**src/rtl/mem_req_queue.sv**
```systemverilog
// mem_req_queue
//
// Data-memory request unit for the memory stage of the pipelined core.
// It accepts load/store requests from execute/mem into a one-entry hold
// register and presents them to data memory. It tracks up to max_out_p
// issued-but-unanswered operations in a small in-order FIFO. Each memory
// response is matched against the FIFO head: load results are tagged with
// their destination register and go to writeback, and store acks are
// absorbed silently. A fence input holds off new requests until the unit
// has fully drained.
//
// Ports
//   clk, reset          clock; asynchronous active-low reset
//   req_*_i / req_ready_o   request from the core (valid/ready)
//   fence_i             block acceptance until hold register and FIFO are empty
//   to_mem_*_o          request to memory, driven straight from the hold register
//   mem_yumi_i          memory takes the presented request
//   mem_valid_i/data_i  in-order memory response
//   to_mem_yumi_o       unit consumes the current response
//   resp_*_o            load result to writeback
//   resp_ready_i        writeback can take a result this cycle
//   stall_o             request present but not accepted
//   busy_o              hold register valid or operations outstanding
//   count_o             issued-outstanding count
//   err_o               sticky: response arrived with nothing outstanding
module mem_req_queue #(
    parameter int addr_width_p = 32,
    parameter int data_width_p = 32,
    parameter int tag_width_p  = 5,
    parameter int max_out_p    = 4
) (
    input  logic                              clk,
    input  logic                              reset,
    input  logic                              req_valid_i,
    input  logic                              req_wen_i,
    input  logic                              req_byte_i,
    input  logic [addr_width_p-1:0]           req_addr_i,
    input  logic [data_width_p-1:0]           req_data_i,
    input  logic [tag_width_p-1:0]            req_tag_i,
    output logic                              req_ready_o,
    input  logic                              fence_i,
    output logic                              to_mem_valid_o,
    output logic                              to_mem_wen_o,
    output logic                              to_mem_byte_o,
    output logic [addr_width_p-1:0]           to_mem_addr_o,
    output logic [data_width_p-1:0]           to_mem_data_o,
    input  logic                              mem_yumi_i,
    input  logic                              mem_valid_i,
    input  logic [data_width_p-1:0]           mem_data_i,
    output logic                              to_mem_yumi_o,
    output logic                              resp_valid_o,
    output logic [data_width_p-1:0]           resp_data_o,
    output logic [tag_width_p-1:0]            resp_tag_o,
    input  logic                              resp_ready_i,
    output logic                              stall_o,
    output logic                              busy_o,
    output logic [$clog2(max_out_p+1)-1:0]    count_o,
    output logic                              err_o
);

    localparam int CW = $clog2(max_out_p + 1);
    localparam int PW = $clog2(max_out_p);
    localparam int EW = tag_width_p + 2;
    localparam logic [CW:0] MAX_OUT_C = (CW+1)'(max_out_p);

    // hold register
    logic                    hold_v_q,    hold_v_d;
    logic                    hold_wen_q,  hold_wen_d;
    logic                    hold_byte_q, hold_byte_d;
    logic [addr_width_p-1:0] hold_addr_q, hold_addr_d;
    logic [data_width_p-1:0] hold_data_q, hold_data_d;
    logic [tag_width_p-1:0]  hold_tag_q,  hold_tag_d;

    // tracking FIFO
    logic [EW-1:0]           fifo_q [max_out_p];
    logic [PW-1:0]           wr_ptr_q, wr_ptr_d;
    logic [PW-1:0]           rd_ptr_q, rd_ptr_d;
    logic [CW-1:0]           count_q,  count_d;
    logic                    err_q,    err_d;

    logic                    accept;
    logic                    push;
    logic                    pop;
    logic                    fifo_empty;
    logic                    fence_blk;
    logic [CW:0]             occupancy;
    logic [EW-1:0]           head;
    logic                    head_wen;
    logic                    head_byte;
    logic [tag_width_p-1:0]  head_tag;

    // Credit check uses the registered count only; a response popping this
    // cycle does not free a slot until the next cycle.
    assign occupancy   = {1'b0, count_q} + (CW+1)'(hold_v_q);
    assign fence_blk   = fence_i & (hold_v_q | (count_q != '0));
    assign req_ready_o = ~fence_blk & (~hold_v_q | mem_yumi_i) & (occupancy < MAX_OUT_C);
    assign accept      = req_valid_i & req_ready_o;
    assign push        = hold_v_q & mem_yumi_i;
    assign stall_o     = req_valid_i & ~req_ready_o;

    assign to_mem_valid_o = hold_v_q;
    assign to_mem_wen_o   = hold_wen_q;
    assign to_mem_byte_o  = hold_byte_q;
    assign to_mem_addr_o  = hold_addr_q;
    assign to_mem_data_o  = hold_data_q;

    assign fifo_empty = (count_q == '0);
    assign head       = fifo_q[rd_ptr_q];
    assign head_wen   = head[EW-1];
    assign head_byte  = head[EW-2];
    assign head_tag   = head[tag_width_p-1:0];

    assign resp_tag_o  = head_tag;
    assign resp_data_o = head_byte ? {{(data_width_p-8){1'b0}}, mem_data_i[7:0]} : mem_data_i;
    assign busy_o      = hold_v_q | ~fifo_empty;
    assign count_o     = count_q;
    assign err_o       = err_q;

    always_comb begin
        hold_v_d    = hold_v_q;
        hold_wen_d  = hold_wen_q;
        hold_byte_d = hold_byte_q;
        hold_addr_d = hold_addr_q;
        hold_data_d = hold_data_q;
        hold_tag_d  = hold_tag_q;
        if (accept) begin
            hold_v_d    = 1'b1;
            hold_wen_d  = req_wen_i;
            hold_byte_d = req_byte_i;
            hold_addr_d = req_addr_i;
            hold_data_d = req_data_i;
            hold_tag_d  = req_tag_i;
        end else if (push) begin
            hold_v_d = 1'b0;
        end
    end

    // Response matching against the FIFO head.
    always_comb begin
        to_mem_yumi_o = 1'b0;
        resp_valid_o  = 1'b0;
        pop           = 1'b0;
        err_d         = err_q;
        if (mem_valid_i) begin
            if (fifo_empty) begin
                // stray response: drain it and flag the protocol error
                to_mem_yumi_o = 1'b1;
                err_d         = 1'b1;
            end else if (head_wen) begin
                to_mem_yumi_o = 1'b1;
                pop           = 1'b1;
            end else begin
                resp_valid_o  = 1'b1;
                to_mem_yumi_o = resp_ready_i;
                pop           = resp_ready_i;
            end
        end
    end

    always_comb begin
        wr_ptr_d = push ? wr_ptr_q + PW'(1) : wr_ptr_q;
        rd_ptr_d = pop  ? rd_ptr_q + PW'(1) : rd_ptr_q;
        count_d  = count_q;
        if (push && !pop) begin
            count_d = count_q + CW'(1);
        end else if (pop && !push) begin
            count_d = count_q - CW'(1);
        end
    end

    always_ff @(posedge clk or negedge reset) begin
        if (!reset) begin
            hold_v_q    <= 1'b0;
            hold_wen_q  <= 1'b0;
            hold_byte_q <= 1'b0;
            hold_addr_q <= '0;
            hold_data_q <= '0;
            hold_tag_q  <= '0;
            wr_ptr_q    <= '0;
            rd_ptr_q    <= '0;
            count_q     <= '0;
            err_q       <= 1'b0;
        end else begin
            hold_v_q    <= hold_v_d;
            hold_wen_q  <= hold_wen_d;
            hold_byte_q <= hold_byte_d;
            hold_addr_q <= hold_addr_d;
            hold_data_q <= hold_data_d;
            hold_tag_q  <= hold_tag_d;
            wr_ptr_q    <= wr_ptr_d;
            rd_ptr_q    <= rd_ptr_d;
            count_q     <= count_d;
            err_q       <= err_d;
        end
    end

    // Entry storage needs no reset: an entry is only read once count shows it valid.
    always_ff @(posedge clk) begin
        if (push) begin
            fifo_q[wr_ptr_q] <= {hold_wen_q, hold_byte_q, hold_tag_q};
        end
    end

endmodule

```
**config.mk**
```make
export PLATFORM = sky130hd
export DESIGN_NAME = mem_req_queue
export DESIGN_NICKNAME = d
export VERILOG_FILES = /design/src/rtl/mem_req_queue.sv
export SDC_FILE = /design/constraint.sdc
export NUM_CORES = 1
export LEC_CHECK = 0
export CAP_MARGIN = 10
export CORE_MARGIN = 3
export CORE_UTILIZATION = 39
export CTS_BUF_LIST = sky130_fd_sc_hd__clkbuf_2
export DETAILED_ROUTE_END_ITERATION = 10
export GPL_TIMING_DRIVEN = 0
export PLACE_DENSITY = 0.81
export SYNTH_ARGS = -nofsm -noshare
export SYNTH_HDL_FRONTEND = slang
export SYNTH_SLANG_ARGS = --single-unit
```
**constraint.sdc**
```tcl
create_clock -name clk -period 2.05 [get_ports clk]
set_input_delay 0.41 -clock clk [delete_from_list [all_inputs] [get_ports clk]]
set_output_delay 0.41 -clock clk [all_outputs]
set_load 0.1 [all_outputs]
```
# == Word level (Yosys, flattened, before mapping) ==
# Memory sizes are Yosys's and may differ from the RTL's.
# Cells that the tools add are included.
# classes
n_addsub,5
n_lt_le_gt_ge,1
mux,15
bitwise_logic,13
reduce_logical,9
# op_table
op,count
two-way mux 32 bit,1
two-way mux 1 bit,12
bitwise AND 1 bit,6
two-way mux 3 bit,2
adder 2 x 1 -> 2 bit (second input constant),2
adder 3 x 1 -> 4 bit,1
less-than comparator 4 x 3 -> 1 bit (second input constant),1
NOT 1 bit,4
nonzero test 2 bit,2
adder 3 x 1 -> 3 bit (second input constant),1
logical NOT 3 bit,1
bitwise OR 1 bit,3
nonzero test 3 bit,1
subtractor 3 x 1 -> 3 bit (second input constant),1
logical AND 1 bit,2
logical NOT 1 bit,2
AND reduction 2 bit,1
# word_totals
reg_bits,80
mem_bits_rw,28
in_bits,110
memories,1
# mem_list
name,depth,width,read_ports,rd_clocked_by_memory_dff,wr,line_no,rtl
fifo_q,4,7,1,0,1,75,logic [EW-1:0] fifo_q [max_out_p];

# == Depth between registers and ports, before layout ==
# Gate-level depths: netlist of run 1.
# logic_depth
word_depth,8
mapped_depth,11

# == Worst setup path after synthesis of run 1 ==
# OpenSTA, ideal clock, no wires.
# synth_timing
path_kind,reg-to-output
start,"reg count_q[0], in the netlist count_o[0]"
end,out resp_valid_o
arrival_time_ns,2.717
required_time_ns,1.640
path_slack_ns,-1.077
stages_incl_launch_ff,4
path_buffers,0
cell_sequence,dfrtp_1 nor3_1 nand2b_1 nor2_1
# synth_via
elab_chain_cells,3
# synth_lines
element,line_no,rtl
from (decl),78,"logic [CW-1:0] count_q, count_d;"
from (signal assigned),192,count_q <= count_d;
logical NOT 3 bit,107,assign fifo_empty = (count_q == '0);
two-way mux 1 bit,145,if (fifo_empty) begin
two-way mux 1 bit,144,if (mem_valid_i) begin
to (decl),51,"output logic resp_valid_o,"
# Every way passes these cells.

# == Worst setup path after layout of run 1 ==
# layout_timing
start,reg rd_ptr_q[0]
end,out resp_data_o[8]
# layout_via
elab_chain_cells,2
# layout_lines
element,line_no,rtl
from (decl),77,"logic [PW-1:0] rd_ptr_q, rd_ptr_d;"
from (signal assigned),191,rd_ptr_q <= rd_ptr_d;
memory read (4 x 7 bit),--,
two-way mux 32 bit,114,"assign resp_data_o = head_byte ? {{(data_width_p-8){1'b0}}, mem_data_i[7:0]} : mem_data_i;"
to (decl),52,"output logic [data_width_p-1:0] resp_data_o,"
# Every way passes these cells.

==> qor.csv, run 1 <==
stage;metric;value;unit
worst_hold_path;min_path_type;input pin to asynchronous set/reset pin;
sta;setup_viol;36;
clock_tree;clock_latency;0.57;ns
setup_path;ff2ff_setup_slack;-0.24;ns
logic_synthesis;yosysWarnings;0;
floorplan;die_w;117.2;µm
floorplan;row_count;40;
layout;fill_cells;852;
sta;fin_ws;-0.5577;ns
logic_synthesis;synth_flop_cell;dfrtp_1;
outcome;status;complete, but fails checks;
sta;min_period_over_period;127.2;%
clock_tree;cts_tree;yes;
setup_path;critical_path_class;flop to output port;
route;wl_per_cell;17.98;µm
sta;max_slew_margin;34.83;%
sta;slew_viol_final;0;
route;totalWireLength;12730;µm
setup_path;r2r_end;count_o[2];
setup_path;worstPathMaxFanout;7;
setup_path;cp-start-kind;flop;
clock_tree;ctsHtreeMaxLevel;3;
logic_synthesis;ys_seq_elements;108;
sta;clock.fmax;0.3835;GHz
placement;gp_congestion;0.7314;
clock_tree;clock-sinks;108;
logic_synthesis;synth_top_area_cell;dfrtp_1;
sta;finalHoldViolations;0;
route;vias_per_cell;4.643;
clock_tree;cts_root_buf;clkbuf_2;
floorplan;core_area;12060;µm²
logic_synthesis;synth_area;4826;µm²
route;drt_first_pass_iters;4;
setup_path;slowest_delay;0.65;ns
layout;drive_gt1_share;54.63;%
logic_synthesis;synth_top_area_share;41.48;%
placement;hpwl;9046;µm
clock_tree;clk_pin_slew;0.28;ns
floorplan;dieArea;13750;µm²
sta;fin_crit;2.608;ns
setup_path;slowest_stage;mux4_2;
setup_path;cp.required;1.64;ns
logic_synthesis;avgSynthCellArea;16.81;µm²
clock_tree;clock_path_buffers;2;
layout;nets;651;
logic_synthesis;synth-edff-count;28;
placement;io_buffers;214;
sta;worstMarginPinSlew;0.9759;ns
logic_synthesis;yosysSeqAreaShare;58.91;%
layout;num_antenna_cells;0;
outcome;violations;setup timing;
floorplan;fp.dieH;117.2;µm
layout;layout.cells.non_filler;708;
setup_path;cp-end-kind;output port;
global_route;grt_pass1_vias;3607;
setup_path;arrival;2.20;ns
setup_path;r2r-start;rd_ptr_q[1];
logic_synthesis;async_flop_share;74.07;%
setup_path;crit_family;multiplexers;
layout;area_growth;66.55;%
global_route;grt_max_degree;43;
setup_path;reg2reg_depth;12;
route;drt_iter0_drc;59;
job;maxCapViolCount;0;
setup_path;path_cells;mux4_2 > clkbuf_8 > nor2b_4 > buf_12;
global_route;grt.overflow.total;0;
logic_synthesis;synth_cell_types;30;
logic_synthesis;syn_nets;403;
clock_tree;cts_made_buffers;9;
global_route;antenna_found_initial;0;
setup_path;crit_buf_inv;2;
placement;dp_cells;670;
logic_synthesis;netlist_top_cells_area;dfrtp_1, mux2_4, edfxtp_1;
route;drc;0;
route;vias;3287;
global_route;grt_pass1_wl;19050;µm
route;drt.antenna.violating_nets;0;
floorplan;io-pin-count;223;
logic_synthesis;syn_inst;287;
global_route;grtUsageTotal;18.25;%
floorplan;start_util;40.01;%
sta;finClkSkew;0.02740;ns
sta;rsz0062_at_grt;true;
-- sequential cells by signal (all words and copies together), names as in the netlist --
signal          flops
fifo_q             28
to_mem_valid_o      1
to_mem_data_o      32
to_mem_wen_o        1
hold_tag_q          5
wr_ptr_q            2
rd_ptr_q            2
to_mem_byte_o       1
to_mem_addr_o      32
count_o             3
err_o               1
-- kinds of logic (layout without fill, tap and decap cells) --
kind of cell	Yosys count	in the layout	share of synthesized area, %
flip-flops	108	108	58.91
multiplexers	80	80	25.41
AND/OR/NAND/NOR	45	45	5.341
buffers and inverters	30	283	5.730
AO/OA/AOI/OAI	13	13	1.996
adder cells (fa/ha/maj)	6	6	1.711
XOR/XNOR	5	5	0.9074
-- placed cells by master, fill, tap and decap left out, types with 2 or more instances in the layout --
master / instances
mux2_4: 71
nor3_4: 2
nand2_1: 3
buf_6: 11
nor2_1: 3
nor2_4: 3
and3_2: 4
inv_1: 8
xnor2_1: 4
a21oi_2: 2
mux4_2: 6
ha_1: 4
edfxtp_1: 28
clkbuf_16: 3
clkdlybuf4s18_2: 14
buf_4: 24
nand2b_1: 2
clkdlybuf4s15_2: 12
nor2b_4: 24
clkdlybuf4s50_1: 107
dfrtp_4: 4
buf_12: 39
dfrtp_1: 76
mux2_2: 2
clkbuf_4: 3
clkbuf_2: 10
clkinv_2: 2
buf_2: 41
a21o_1: 2
-- cell usage after synthesis, drive strengths merged, types with 2 or more instances --
| library cell | count |
|---|---|
| nor2 | 6 |
| mux4 | 6 |
| inv | 9 |
| nand2 | 4 |
| nor3 | 2 |
| a21o | 2 |
| o21a | 3 |
| nor2b | 25 |
| nand2b | 3 |
| mux2 | 73 |
| dfrtp | 80 |
| and3 | 4 |
| buf | 19 |
| ha | 5 |
| a21oi | 3 |
| edfxtp | 28 |
| clkbuf | 2 |
| xnor2 | 4 |
-- worst max path at each step --
stage	cells after the start	startpoint	end
2_1_floorplan	2	rd_ptr_q[0]	resp_data_o[23]
3_3_place_gp	1	reset	count_o[0]
3_5_place_dp	6	mem_yumi_i	stall_o
4_1_cts	4	rd_ptr_q[0]	resp_data_o[18]
5_1_grt	4	rd_ptr_q[0]	resp_data_o[8]
6_report	4	rd_ptr_q[0]	resp_data_o[8]
-- through the flow --
stage          util, %  setup slack, ns  setup TNS, ns  hold slack, ns  instance area (µm²)
4_1_cts          67.26          -0.6779         -19.63          0.2685                 8113
6_report         66.64          -0.5577         -16.23          0.3138                 8038
3_3_place_gp     61.65           -2.823        -237.29          0.4405                 7436
2_1_floorplan        -          -0.1616         -3.677          0.1144                 5084
3_5_place_dp     61.79           -1.066         -57.21          0.4329                 7453
5_1_grt          66.64          -0.6816         -20.24          0.2735                 8038
-- cell type report --
cell class / instances / area [µm²] / area share, %
well taps: 168 / 210.2 / 2.615
inverters: 9 / 33.78 / 0.4203
clock inverters: 6 / 63.81 / 0.7939
plain buffers: 21 / 316.6 / 3.938
repair buffers: 237 / 2469 / 30.71
flip-flops and latches: 108 / 2858 / 35.55
multi-input cells: 149 / 2037 / 25.34
clock buffers: 10 / 50.05 / 0.6227
-- repair_timing --
action                                 in CTS  in global routing
cloned                                      1                  2
hold buffers                                1                  0
buffers inserted                           11                  7
pin swaps                                  10                  4
endpoints found under the hold margin      38                  0
gates resized for setup                   569                 82
setup endpoints to repair                 117                 88
-- metal layers --
layer | track usage, % | vias up | wire (µm)
met5 | 0 | - | 0
met4 | 6.957 | 0 | 213
met3 | 7.661 | 17 | 1422
met2 | 31.41 | 175 | 6353
met1 | 20.06 | 1607 | 4743
li1 | - | 1488 | -
Power of run 1 is not shown: default switching activity piles up to over one toggle a cycle in this logic, so the estimate is an artifact.
==> inputs of run 2 (changes only) <==
- CORE_ASPECT_RATIO: default -> 0.8
==> run 2 against run 1 <==
The run still ends with setup timing left; maximum frequency fell by 2.4%; critical path type unchanged; wire length is 1.1% higher; flip-flop and latch count is the same; core utilization rose by 2.3 points.
==> qor.csv, run 2 (synthesis results as in run 1) <==
stage;metric;value;unit
placement;hpwl;8528;µm
layout;area_growth;68.40;%
setup_path;r2r_end;to_mem_data_o[9];
clock_tree;clock-sinks;108;
setup_path;worstPathMaxFanout;8;
floorplan;die_w;130.4;µm
global_route;antenna_found_initial;1;
placement;dp_cells;650;
setup_path;slowest_stage;mux4_2;
global_route;grt_pass1_vias;3584;
clock_tree;clock_latency;0.56;ns
setup_path;reg2reg_depth;9;
clock_tree;cts_root_buf;clkbuf_2;
setup_path;r2r-start;count_o[1];
clock_tree;cts_tree;yes;
worst_hold_path;min_path_type;input pin to asynchronous set/reset pin;
sta;clock.fmax;0.3744;GHz
sta;finalHoldViolations;0;
sta;fin_crit;2.671;ns
floorplan;core_area;11780;µm²
clock_tree;clock_path_buffers;2;
sta;finClkSkew;0.03485;ns
layout;multi_input_comb_area;2023;µm²
global_route;grt_pass1_wl;19090;µm
global_route;grt_max_degree;49;
floorplan;row_count;35;
setup_path;slowest_delay;0.66;ns
outcome;violations;setup timing;
sta;min_period_over_period;130.3;%
global_route;grtUsageTotal;17.97;%
layout;mostFrequentLayoutCells;clkdlybuf4s50_1, dfrtp_1, mux2_4, buf_2, buf_12;
setup_path;ff2ff_setup_slack;-0.22;ns
sta;slew_viol_final;0;
floorplan;io-pin-count;223;
setup_path;path_cells;mux4_2 > clkbuf_16 > nor2b_4 > buf_12;
sta;fin_ws;-0.6210;ns
setup_path;cp-start-kind;flop;
sta;max_slew_margin;34.83;%
setup_path;cp-startpoint;rd_ptr_q[0];
route;drt.antenna.violating_nets;0;
setup_path;cp-end-kind;output port;
sta;fin_hold_ws;0.2825;ns
route;drt_first_pass_iters;6;
route;vias;3272;
layout;drive_gt1_share;55.60;%
clock_tree;ctsHtreeMaxLevel;3;
clock_tree;cts_made_buffers;9;
floorplan;start_util;40.97;%
layout;final_util;68.99;%
floorplan;dieArea;13750;µm²
layout;fill_cells;781;
setup_path;cp.required;1.64;ns
sta;setup_viol;107;
layout;post-route-cell-area;8127;µm²
sta;worstMarginPinSlew;0.9744;ns
route;drt_iter0_drc;113;
job;maxCapViolCount;0;
layout;final_common_cell;clkdlybuf4s50_1;
route;drc;0;
layout;nets;665;
placement;gp_congestion;0.7380;
route;totalWireLength;12870;µm
placement;io_buffers;214;
layout;register_area;2858;µm²
global_route;grt.overflow.total;0;
setup_path;arrival;2.26;ns
route;wl_per_cell;18.31;µm
setup_path;critical_path_class;flop to output port;
outcome;status;complete, but fails checks;
sta;rsz0062_at_grt;true;
clock_tree;clk_pin_slew;0.31;ns
placement;placed_area;7436;µm²
floorplan;fp.dieH;105.5;µm
route;vias_per_cell;4.654;
layout;layout.cells.non_filler;703;
run 2: changes by cell type in the layout (fill, tap and decap cells not counted), moves of 5 or more:
cell / before / now
clkdlybuf4s15_2: 12 / 4
clkdlybuf4s18_2: 14 / 8
buf_2: 41 / 60
clkbuf_16: 3 / 8
run 2: repair_timing:
item / 4_1_cts / 5_1_grt
gates resized for setup: 541 / 125
endpoints found under the setup margin: 111 / 170
gates cloned: 2 / 7
endpoints found under the hold margin: 32 / 0
pin swaps: 7 / 7
buffers inserted: 14 / 12
hold buffers: 1 / 0
run 2: area by class of cell:
class,count,area share [%]
Sequential cell,108,35.17
Antenna cell,1,0.03079
Timing Repair Buffer,251,32.42
Clock inverter,7,0.6159
Clock buffer,9,0.5543
Tap cell,148,2.279
Multi-Input combinational cell,149,24.90
Inverter,9,0.4157
Buffer,21,3.618
run 2: how the worst max path moves through the flow:
stage / cells after the start / end
6_report: 4 / resp_data_o[9]
5_1_grt: 4 / resp_data_o[15]
4_1_cts: 4 / resp_data_o[14]
3_5_place_dp: 6 / stall_o
3_3_place_gp: 1 / count_o[1]
2_1_floorplan: 2 / resp_data_o[23]
run 2: stage by stage:
step	setup slack, ns	setup TNS [ns]
after floorplan	-0.1616	-3.677
after global placement	-2.746	-230.75
after detailed placement	-1.044	-54.79
after CTS	-0.6839	-22.36
after global routing	-0.7629	-38.41
final	-0.6210	-30.03
run 2: routing by layer:
metal	GRT usage [%]	wire [µm]
met4	4.258	197
met1	20.87	4954
met2	30.71	6476
met5	0	0
met3	7.700	1241
run 2: critical path, delay by kind of cell, from the launching register on:
kind | cells | cell delay [ns]
mux | 1 | 0.66
buf+inv | 2 | 0.42
flops | 1 | 0.46
simple gates | 1 | 0.15
Power of run 2 is left out for the same reason.
